File: src/rtl/state_dumper.sv
// Post-run state dumper: sweeps the register file and then the data RAM over their
// read ports, and streams each word out as a tagged {src, idx, data} record on a valid/ready port.
module state_dumper #(
    parameter int DW        = 32,
    parameter int RF_DEPTH  = 32,
    parameter int RAM_WORDS = 64,
    parameter int IW        = 8
) (
    input  logic          clk,
    input  logic          rst,
    input  logic          start,
    output logic          busy,
    output logic          done,
    output logic [4:0]    rf_raddr,
    input  logic [DW-1:0] rf_rdata,
    output logic [IW-1:0] ram_raddr,
    input  logic [DW-1:0] ram_rdata,
    output logic          out_valid,
    input  logic          out_ready,
    output logic          out_src,
    output logic [IW-1:0] out_idx,
    output logic [DW-1:0] out_data
);

    typedef enum logic [1:0] {IDLE, RF_SWEEP, RAM_SWEEP, DRAIN} state_t;

    state_t        state, state_d;
    logic [IW-1:0] counter, counter_d;
    logic          primed, primed_d;
    logic          out_valid_d, out_src_d, done_d;
    logic [IW-1:0] out_idx_d;
    logic [DW-1:0] out_data_d;
    logic          slot_free;

    assign slot_free = !out_valid || out_ready;
    assign busy      = (state != IDLE);
    assign rf_raddr  = (state == RF_SWEEP)  ? counter[4:0] : 5'd0;
    assign ram_raddr = (state == RAM_SWEEP) ? counter      : '0;

    always_comb begin
        // NOTE: every signal gets a default before the case, so no path leaves one unassigned (no latch).
        state_d     = state;
        counter_d   = counter;
        primed_d    = primed;
        out_valid_d = out_valid && !out_ready;
        out_src_d   = out_src;
        out_idx_d   = out_idx;
        out_data_d  = out_data;
        done_d      = 1'b0;

        case (state)
            IDLE: begin
                if (start) begin
                    state_d   = RF_SWEEP;
                    counter_d = '0;
                    primed_d  = 1'b0;
                end
            end
            RF_SWEEP: begin
                // First sweep cycle only presents address 0 so the RF read port, just handed
                // over from the halted CPU, settles before the first word is captured.
                primed_d = 1'b1;
                if (primed && slot_free) begin
                    out_valid_d = 1'b1;
                    out_src_d   = 1'b0;
                    out_idx_d   = counter;
                    out_data_d  = rf_rdata;
                    if (counter == IW'(RF_DEPTH - 1)) begin
                        counter_d = '0;
                        state_d   = RAM_SWEEP;
                    end else begin
                        counter_d = counter + IW'(1);
                    end
                end
            end
            RAM_SWEEP: begin
                if (slot_free) begin
                    out_valid_d = 1'b1;
                    out_src_d   = 1'b1;
                    out_idx_d   = counter;
                    out_data_d  = ram_rdata;
                    if (counter == IW'(RAM_WORDS - 1)) begin
                        counter_d = '0;
                        state_d   = DRAIN;
                    end else begin
                        counter_d = counter + IW'(1);
                    end
                end
            end
            DRAIN: begin
                if (out_valid && out_ready) begin
                    done_d  = 1'b1;
                    state_d = IDLE;
                end
            end
            default: state_d = IDLE;
        endcase
    end

    // NOTE: state registers use non-blocking assignments so all of them update together at the edge.
    always_ff @(posedge clk or posedge rst) begin
        if (rst) begin
            state     <= IDLE;
            counter   <= '0;
            primed    <= 1'b0;
            done      <= 1'b0;
            out_valid <= 1'b0;
            out_src   <= 1'b0;
            out_idx   <= '0;
            out_data  <= '0;
        end else begin
            state     <= state_d;
            counter   <= counter_d;
            primed    <= primed_d;
            done      <= done_d;
            out_valid <= out_valid_d;
            out_src   <= out_src_d;
            out_idx   <= out_idx_d;
            out_data  <= out_data_d;
        end
    end

endmodule

File: config.mk
export PLATFORM = sky130hd
export DESIGN_NAME = state_dumper
export DESIGN_NICKNAME = d
export VERILOG_FILES = /design/src/rtl/state_dumper.sv
export SDC_FILE = /design/constraint.sdc
export NUM_CORES = 1
export LEC_CHECK = 0
export CORE_MARGIN = 2
export CORE_UTILIZATION = 45
export CTS_CLUSTER_DIAMETER = 200
export DETAILED_ROUTE_END_ITERATION = 10
export PLACE_DENSITY = 0.85
export SYNTH_ARGS = -nofsm -noshare
export SYNTH_HDL_FRONTEND = slang
export SYNTH_SLANG_ARGS = --single-unit
File: constraint.sdc
create_clock -name clk -period 5.69 [get_ports clk]
set_clock_uncertainty 0.15 [all_clocks]
set_input_delay 0.8535 -clock clk [delete_from_list [all_inputs] [get_ports clk]]
set_output_delay 0.8535 -clock clk [all_outputs]
set_load 0.03 [all_outputs]
* Word-level counts from Yosys, hierarchy flattened
Cells that the tools add are included.
** Word-level totals
- Bits in read-only memories :: 0
- Memories :: 0
- Bits in registers :: 54
- Memory bits (writable) :: 0
- Latch bits :: 0
** Cells by class
- Divide/modulo/power cells :: 0
- Muxes and demuxes :: 31
- Reductions and logical operators :: 15
- Eq/ne operators :: 11
- Magnitude comparators :: 0
- Multipliers :: 0
- Bitwise gates (word level) :: 0
- Shift-type cells :: 0
- $add $sub $neg :: 1
** Operators with widths (number)
- 2-to-1 mux 32 bit :: 2
- 2-to-1 mux 8 bit :: 8
- one-hot mux 32 bit (2 select lines) :: 1
- one-hot mux 8 bit (3 select lines) :: 1
- one-hot mux 8 bit (2 select lines) :: 1
- 2-to-1 mux 2 bit :: 6
- adder 8 x 1 -> 8 bit (second input constant) :: 1
- equality test 8 x 5 -> 1 bit (second input constant) :: 1
- equality test 8 x 6 -> 1 bit (second input constant) :: 1
- one-hot mux 2 bit (4 select lines) :: 1
- 2-to-1 mux 1 bit :: 7
- inequality test 2 x 1 -> 1 bit (second input constant) :: 3
- inequality test 2 bit (second input constant) :: 3
- one-hot mux 1 bit (2 select lines) :: 3
- AND reduction 6 bit :: 1
- nonzero test 2 bit :: 3
- 2-to-1 mux 5 bit :: 1
- equality test 2 bit (second input constant) :: 2
- AND reduction 4 bit :: 1
- logical AND 1 bit :: 3
- AND reduction 3 bit :: 1
- nonzero test 3 bit :: 1
- equality test 2 x 1 -> 1 bit (second input constant) :: 1
- logical NOT 1 bit :: 2
- 3 further kinds :: 3

* Longest topological paths before layout
- Depth in word-level cells :: 5
- Gate-level depth with buffers :: 8
- Depth with buffers taken out :: 6

* Worst setup path before layout
Ideal clock, no wire load.
- Path kind :: register -> output
- From :: reg state[0]
- To :: out ram_raddr[0]
- Path buffers :: 2
- Cell stages (with the launch flop) :: 6
- Slack :: 3260 ps
- Arrival time :: 1426 ps
- Path through :: dfrtp_1 -> inv_1 -> ha_1 -> buf_2 -> clkbuf_1 -> and2_1
** On the way
- Word-level cells in the longest chain between the ends :: 2
** RTL lines
- start: declaration :: line 27 : state_t state, state_d;
- start signal: assignment :: line 112 : state <= state_d;
- equality test 2 bit :: line 38 : assign ram_raddr = (state == RAM_SWEEP) ? counter : '0;
- 2-to-1 mux 8 bit :: line 38
- end: declaration :: line 16 : output logic [IW-1:0] ram_raddr,
Every way passes these cells.

* Final worst setup path
- From :: reg state[0]
- To :: out ram_raddr[5]
Same word-level chain as after synthesis.

==> metrics.cfg <==
[cells_and_area]
register_area_um2 = 1350
post-route-cell-area_um2 = 4150
num-fill-cells = 478
num_antenna_cells = 0
final_cells = 456
final_util = 0.697
area_growth_pct = 48.5
final_layout_size_suffix_gt1_frac = 0.0892
nets = 454
multiInputGateArea_um2 = 1340

[routing]
viasPerCell = 5.29
antenna_left = 0
wirelength_um = 6920
vias = 2411
wl_per_cell_um = 15.2
drc = 0
drt_iter0_drc = 163
drt_first_pass_iters = 4

[power_and_ir_drop]
p_sw_mw = 1.01
p_sw_frac = 0.464
p_comb_frac = 0.616
peakVddDrop_v = 0.000286
clockPowerShare = 0.096
seq_power_share = 0.288
powerDensity_nw_per_um2 = 523
p_total_mw = 2.17
p_leak_nw = 1.75
internal-power_mw = 1.17

[global_route]
grt_remaining_overflow = 0
grtUsageTotal = 0.205
antenna_found_initial = 0
grt_pass1_vias = 2418
grt_max_degree = 55
grt_pass1_wl_um = 11400

[timing]
tightestPinTransition_ns = 1.08
period_share = 0.669
slew_viol_final = 0
tns_ns = 0
fmax_ghz = 0.263
fin_crit_ns = 3.81
whs_ns = 0.370
slew-limit-headroom = 0.279
finalHoldViolations = 0
setup_violations = 0
worst_slack_ns = 1.88
rsz0062_at_grt = false

[setup_path]
rrSetupSlack_ns = 2.13
r2r_cells = 7
worst_setup_path_start_kind = flop
crit_required_ns = 4.69
path_cells = inv_1, ha_2, buf_4, and2_2, clkdlybuf4s50_1
cp_max_fo = 26
slowest_stage = clkdlybuf4s50_1
cp-end-kind = output port
worst_path_largest_cell_delay_ns = 0.66
crit_family = buffers and inverters
critPathBufInv = 3
crit_type = reg -> out
arrival_ns = 2.80
timing.rr.start = state[0]
reg2reg_to = out_idx[6]

[clock_network]
clock_path_buffers = 2
postCtsSetupRepairBufs = 0
clkSinkCount = 54
numCtsBuffers = 5
holdBufCountCts = 0
cts_resized = 0
clk_pin_slew_ns = 0.10
ctsHtreeMaxLevel = 2
cts_root_buf = clkbuf_8
clock_latency_ns = 0.30
cts_tree = built

[floorplanning]
die_x_um = 82.8
dieHeight_um = 82.8
io_pins = 125
rows = 28
start_util = 0.470
core_area_um2 = 5960
die_area_um2 = 6860

[run]
max-cap-violations = 0

[yosys]
postSynthCellCount = 264
synthArstFlopShare = 1.00
syn-num-nets = 338
synth_cell_type_count = 44
synth.avg_cell_area_um2 = 10.6
yosys.area.top_type = dfrtp_1
ys_ff_latch = 54
synth_area_leaders = dfrtp_1 48%, mux2i_1 13%, a21oi_1 6.6%
synth_ff_type = dfrtp_1
seq_area_frac_synth = 0.483
synth-warning-count = 0
synth_top_area_frac = 0.483
syn_area_um2 = 2800
netlist_top_cells_count = 54 x dfrtp_1, 38 x nor2_1, 37 x a21oi_1
synth_edf_count = 0
synth.most_common_cell = dfrtp_1

[placed_design]
port_buffers = 124
place_ws_ns = 2.14
dpl_cell_area_um2 = 4060
dp_cells = 448
hpwl_um = 5290
place_congestion = 0.854

[worst_hold_path]
holdPathStages = 1
whs_endpoint = out_idx[3]
holdCritPathClass = reg -> reg
hp-start = out_idx[3]

[run_status]
outcome = complete, no violations

-- power groups by stage --
stage / combinational (mW) / sequential [mW] / clock, mW
finish: 1.34 / 0.627 / 0.209
global route: 1.45 / 0.646 / 0.232
CTS: 1.35 / 0.628 / 0.215
detailed placement: 1.34 / 0.633 / 0
global placement: 1.31 / 0.625 / 0
floorplan: 0.657 / 0.860 / 0
-- logic make-up (layout without fill, tap and decap cells) --
family,count (synthesis),count (layout),synth area share
AO/OA/AOI/OAI,61,61,0.140
adder cells (fa/ha/maj),6,6,0.0268
buffers and inverters,24,141,0.0416
flip-flops,54,54,0.483
multiplexers,45,45,0.167
AND/OR/NAND/NOR,74,74,0.141
-- registers in the layout, indices dropped and copies added (netlist names) --
name and cells:
out_idx 8, done 1, out_valid 1, primed 1
out_data 32, counter 8, out_src 1, state 2
-- layout by cell type (no fill, tap or decap), types with 2 or more instances in the layout --
cell	netlist	routed
nor2b_1	2	2
and2_2	2	2
a21oi_1	37	37
nand2_1	4	4
clkdlybuf4s50_1	0	124
mux2_2	9	9
ha_1	6	5
a221o_1	2	2
and3_1	2	2
nand4_1	2	2
a21boi_0	3	3
and3_2	2	2
nor2_1	38	38
o221ai_1	2	2
o21ai_0	3	3
a22o_1	2	2
buf_4	3	2
inv_1	7	6
clkbuf_8	0	5
nand3_1	2	2
and2_1	12	12
mux2i_1	35	35
dfrtp_1	54	54
-- layer usage --
layer / part of all wire / GRT usage
met5: 0 / 0
met4: 0.019 / 0.0715
met3: 0.083 / 0.0596
met2: 0.49 / 0.345
met1: 0.41 / 0.251
-- worst max path at each step --
stage                         from      endpoint  slack (ns)  depth (start not counted)
after floorplan           state[0]  ram_raddr[0]        3.26                          5
after global placement    state[0]    out_idx[6]        2.26                          7
after detailed placement  state[0]    out_idx[6]        2.14                          7
after CTS                 state[0]  ram_raddr[5]        1.86                          5
after global routing      state[0]  ram_raddr[5]        1.73                          5
final                     state[0]  ram_raddr[5]        1.88                          5
-- area by class of cell --
cell class | instances | share of cell area
Timing Repair Buffer | 126 | 0.302
Inverter | 7 | 0.00633
Multi-Input combinational cell | 186 | 0.322
Tap cell | 75 | 0.0226
Sequential cell | 54 | 0.325
Clock buffer | 5 | 0.0166
Clock inverter | 3 | 0.00512
Note: power is estimated with default switching activity, not from simulation.
